[src/rtl/lane_rr_arbiter_if.sv]
// lane_rr_arbiter_if: packed lane request bus plus the single registered output stream.
interface lane_rr_arbiter_if #(parameter int BW = 8, parameter int N = 8);
   localparam int SEL = $clog2(N);
   logic [BW*N-1:0] in_a;
   logic [N-1:0]    in_valid;
   logic [N-1:0]    in_ready;
   logic [BW-1:0]   out_a;
   logic            out_valid;
   logic            out_ready;
   logic [SEL-1:0]  out_sel;
   logic            busy;
   modport master (output in_a, in_valid, out_ready, input in_ready, out_a, out_valid, out_sel, busy);
   modport slave (input in_a, in_valid, out_ready, output in_ready, out_a, out_valid, out_sel, busy);
endinterface

[src/rtl/lane_rr_arbiter.sv]
// lane_rr_arbiter: round-robin drain of N lanes onto one registered valid/ready stream.
// Optional LANE_RR_ARBITER_CNT_EN adds a 16-bit wrapping lane-transfer counter (xfer_cnt).
module lane_rr_arbiter #(
   parameter int BW = 8,
   parameter int N = 8,
   localparam int SEL = $clog2(N)
) (
   input logic clk,
   input logic rst_n,
   lane_rr_arbiter_if.slave bus
`ifdef LANE_RR_ARBITER_CNT_EN
   ,
   output logic [15:0] xfer_cnt
`endif
);
   typedef enum logic {EMPTY, FULL} state_t;
   state_t         state_q;
   logic [SEL-1:0] last_q, sel_q, grant_d, idx;
   logic [BW-1:0]  a_q;
   logic           found, load_en, xfer;
   // Wrap by explicit compare so non-power-of-two N never visits indices >= N
   always_comb begin
      found = 1'b0;
      grant_d = last_q;
      idx = last_q;
      for (int k = 0; k < N; k++) begin
         idx = (idx == SEL'(N - 1)) ? '0 : idx + 1'b1;
         if (!found && bus.in_valid[idx]) begin
            found = 1'b1;
            grant_d = idx;
         end
      end
   end
   assign load_en = (state_q == EMPTY) || bus.out_ready;
   assign xfer = found && load_en && rst_n;
   assign bus.in_ready = xfer ? N'(1) << grant_d : '0;
   assign bus.out_a = a_q;
   assign bus.out_sel = sel_q;
   assign bus.out_valid = (state_q == FULL);
   assign bus.busy = (state_q == FULL) || (|bus.in_valid);
   always_ff @(posedge clk or negedge rst_n) begin
      if (!rst_n) begin
         state_q <= EMPTY;
         a_q <= '0;
         sel_q <= '0;
         last_q <= SEL'(N - 1);
      end else if (xfer) begin
         state_q <= FULL;
         a_q <= bus.in_a[grant_d*BW +: BW];
         sel_q <= grant_d;
         last_q <= grant_d;
      end else if (bus.out_ready) begin
         state_q <= EMPTY;
      end
   end
`ifdef LANE_RR_ARBITER_CNT_EN
   logic [15:0] cnt_q;
   always_ff @(posedge clk or negedge rst_n) begin
      if (!rst_n) cnt_q <= '0;
      else if (xfer) cnt_q <= cnt_q + 16'd1;
   end
   assign xfer_cnt = cnt_q;
`endif
endmodule
[src/flat_wrapper.sv]
// flat-port wrapper written by rule: the top's interface ports become plain ports
module lane_rr_arbiter_flat 
#(
   parameter int BW = 8,
   parameter int N = 8,
   localparam int SEL = $clog2(N)
)
  (clk, rst_n, bus_in_a, bus_in_valid, bus_out_ready, bus_in_ready, bus_out_a, bus_out_valid, bus_out_sel, bus_busy);
  lane_rr_arbiter_if #(.BW(BW), .N(N)) bus_i ();
  input logic clk;
  input logic rst_n;
  input wire logic [$bits(bus_i.in_a)-1:0] bus_in_a;
  input wire logic [$bits(bus_i.in_valid)-1:0] bus_in_valid;
  input wire logic [$bits(bus_i.out_ready)-1:0] bus_out_ready;
  output wire logic [$bits(bus_i.in_ready)-1:0] bus_in_ready;
  output wire logic [$bits(bus_i.out_a)-1:0] bus_out_a;
  output wire logic [$bits(bus_i.out_valid)-1:0] bus_out_valid;
  output wire logic [$bits(bus_i.out_sel)-1:0] bus_out_sel;
  output wire logic [$bits(bus_i.busy)-1:0] bus_busy;
  assign bus_i.in_a = bus_in_a;
  assign bus_i.in_valid = bus_in_valid;
  assign bus_i.out_ready = bus_out_ready;
  assign bus_in_ready = bus_i.in_ready;
  assign bus_out_a = bus_i.out_a;
  assign bus_out_valid = bus_i.out_valid;
  assign bus_out_sel = bus_i.out_sel;
  assign bus_busy = bus_i.busy;
  lane_rr_arbiter #(.BW(BW), .N(N)) u_core (.clk(clk), .rst_n(rst_n), .bus(bus_i));
endmodule
[config.mk]
export PLATFORM = sky130hd
export DESIGN_NAME = lane_rr_arbiter_flat
export DESIGN_NICKNAME = d
export VERILOG_FILES = /design/src/rtl/lane_rr_arbiter_if.sv /design/src/rtl/lane_rr_arbiter.sv /design/src/flat_wrapper.sv
export SDC_FILE = /design/constraint.sdc
export NUM_CORES = 1
export LEC_CHECK = 0
export BUFFER_PORTS_ARGS = -buffer_cell sky130_fd_sc_hd__buf_2
export CORE_AREA = 8 8 63 118
export CTS_CLUSTER_SIZE = 30
export DETAILED_ROUTE_END_ITERATION = 8
export DIE_AREA = 0 0 71 126
export GPL_TIMING_DRIVEN = 1
export PLACE_DENSITY_LB_ADDON = 0.15
export SETUP_SLACK_MARGIN = 0.1
export SYNTH_ARGS = -nofsm -noshare
export SYNTH_HDL_FRONTEND = slang
export SYNTH_SLANG_ARGS = --single-unit
[constraint.sdc]
create_clock -name clk -period 5.59 [get_ports clk]
set_input_delay 0.8385 -clock clk [delete_from_list [all_inputs] [get_ports clk]]
set_output_delay 0.8385 -clock clk [all_outputs]
set_load 0.1 [all_outputs]
==> results.md <==
- Cell area after layout: 3810 um2
- Fraction of registers with async set/reset: 1.00
- Vias: 3458
- Syn Nets: 461
- IO Port Bufs: 95
- Post-place setup slack: 0.565 ns
- Initial antenna violation count: 0
- Die Wd: 71 um
- Gr usage total: 0.231
- Synth top cells by count: 78 x nand2_1, 34 x o2111ai_1, 33 x o211ai_1
- Post-synth top area cell: dfrtp_1
- 1st-pass router iterations: 5
- Multiplexer area fraction after synthesis: 0.217
- CTS buffer count: 3
- Hold buffer count at cts: 0
- Busiest layer in global routing: met2
- Top-area cell type share of the netlist area: 0.100
- Critical path arrival: 4.41 ns
- Largest cells by area after synthesis: dfrtp_1 10%, o2111ai_1 10%, mux4_2 9.8%
- Area after DPL: 3710 um2
- Simple-Gate Fraction of Synth Area: 0.222
- Routing usage on met2: 0.387
- CTS tree: done
- Slew margin rel.: 0.638
- Largest fanout on the critical path: 12
- Number of flops mapped to enable cells by yosys: 0
- Skew final: 0.00230 ns
- Starting DRT DRC Count: 258
- Clock buffer depth: 2
- Setup crit end kind: primary output
- Met1 usage: 0.288
- Mapped Avg Cell Area: 7.85 um2
- GPL Wtd Cong: 0.935
- CTS HTree Levels: 1
- Reg2Reg Depth: 12
- Worst Hold Path Cells: 1
- Post-synthesis sequential area ratio: 0.127
- Unrepaired setup endpoints after global routing: no
- Yosys warnings: 0
- Crit path kind: reg -> out
- Largest net degree at the start of global routing: 33
- Die Y: 126 um
- Status: complete, no violations
- Setup ws final: 0.344 ns
- Main combinational cell family by area after synthesis: compound AO/OA/AOI/OAI gates
- Max Cap Viol: 0
- Number of synthesized register bits: 15
- Worst-path clk slew: 0.05 ns
- Fin Setup TNS: 0 ns
- Area Overhead vs Synth: 27.2%
- Met3 Use GR: 0.0421
- Setup-failing EPs final: 0
- Diode count: 0
- Adder-cell share of the synthesized area: 0.0209
- Most common cell in the netlist: nand2_1
- Final #Nets: 540
- Initial Utilization: 0.507
- ANT nets after route: 0
- GRT overflow: 0
- Hold WS: 0.482 ns
- Mapped Cells: 381
- Tmin final: 5.25 ns
- # rows: 40
- Slew Viols, Final: 0
- Synth Area in Compound Gates: 0.313
- Hold Path Class: reg -> reg
- Drc violations: 0
- Layout cells sized above 1: 0.368
- Fillers: 510
- # clock sinks: 15
- Core area: 5910 um2
- Worst-Margin Slew: 0.543 ns
- Ys flop type: dfrtp_1
- First-pass GRT wire length: 17.3 mm
- Xor and xnor area share after synthesis: 0.0297
- Total die area: 8950 um2
- Max frequency: 0.191 GHz
- Post-Syn Area: 2990 um2
- Type of element launching the critical path: flip-flop
- Hold Vio Cnt, Final: 0
- Via density: 6.62
- Number of global-route vias before repair: 3547
- Wire per inst: 19.7 um
- Clk_lat worst skew: 0.25 ns
- Post-DP HPWL: 7.85 mm
- Tcrit/Tclk final: 0.939
- Required @ worst endpoint: 4.75 ns
- Yosys cell types: 60
- Clock Root Buffer: clkbuf_16
- DRT Wirelength: 10.3 mm
- I/O Pins: 96
## cells in the final DEF, fill, tap and decap left out, types with 8 or more instances in the layout
cell type   n
buf_2      87
nand2_1    78
o211ai_1   33
o2111ai_1  33
buf_4      21
mux2i_1    19
nor2_1     15
mux4_2     13
a21oi_1    12
dfrtp_1    12
o21ai_0    11
mux2_2     10
nor2b_1     8
buf_12      8
## critical path: stages, from the launching register on
cell and delay [ns]:
dfstp_2 0.64, ha_1 0.18, ha_1 0.30, xor3_2 0.53, xnor2_4 0.27, mux2_2 0.43
nor4b_4 0.41, buf_4 0.23, a32oi_2 0.06, o211a_1 0.28, or2_2 0.39, nor3_4 0.23
buf_12 0.20
## per-layer routing
layer | part of all wire | routed length [um]
met1 | 0.42 | 4270
met2 | 0.49 | 5010
met3 | 0.076 | 778
met4 | 0.020 | 204
met5 | 0 | 0
## flip-flops by register name, indices dropped and copies added (netlist names)
| register | cells |
|---|---|
| u_core.last_q | 3 |
| u_core.bus.out_valid | 1 |
| u_core.bus.out_a | 8 |
| u_core.bus.out_sel | 3 |
## final cells by class
cell class	instances	area [um2]	share of cell area
Multi-Input combinational cell	318	2490	0.655
Timing Repair Buffer	116	753	0.198
Sequential cell	15	379	0.0996
Clock buffer	4	78.8	0.0207
Tap cell	63	78.8	0.0207
Inverter	6	22.5	0.00592
## timing repair
action	in CTS	in global routing
setup endpoints to repair	0	6
gates resized for setup	0	4
buffers inserted	0	0
## path summary, 6_finish.rpt
| path | start | to | slack [ns] |
|---|---|---|---|
| min in group asynchronous | rst_n | u_core.bus.out_valid | 0.50 |
| max in group asynchronous | rst_n | u_core.last_q[1] | 4.77 |
| hold / removal | u_core.bus.out_sel[0] | u_core.bus.out_sel[0] | 0.48 |
| setup reg to reg | u_core.last_q[0] | u_core.bus.out_a[0] | 0.83 |
| setup / recovery | u_core.last_q[0] | bus_in_ready[1] | 0.34 |
| hold reg to reg | u_core.bus.out_sel[0] | u_core.bus.out_sel[0] | 0.48 |
## per-stage QoR
step / util / cells
global route: 0.644 / 522
global placement: 0.629 / 518
CTS: 0.642 / 522
floorplan: - / 381
finish: 0.644 / 522
detailed placement: 0.629 / 518
## cells by family after synthesis
logic type,Yosys count
adder cells (fa/ha/maj),5
AO/OA/AOI/OAI,120
XOR/XNOR,6
buffers and inverters,48
multiplexers,44
AND/OR/NAND/NOR,143
flip-flops,15
Power is not shown: default switching activity piles up to over one toggle a cycle in this logic, so the estimate is an artifact.
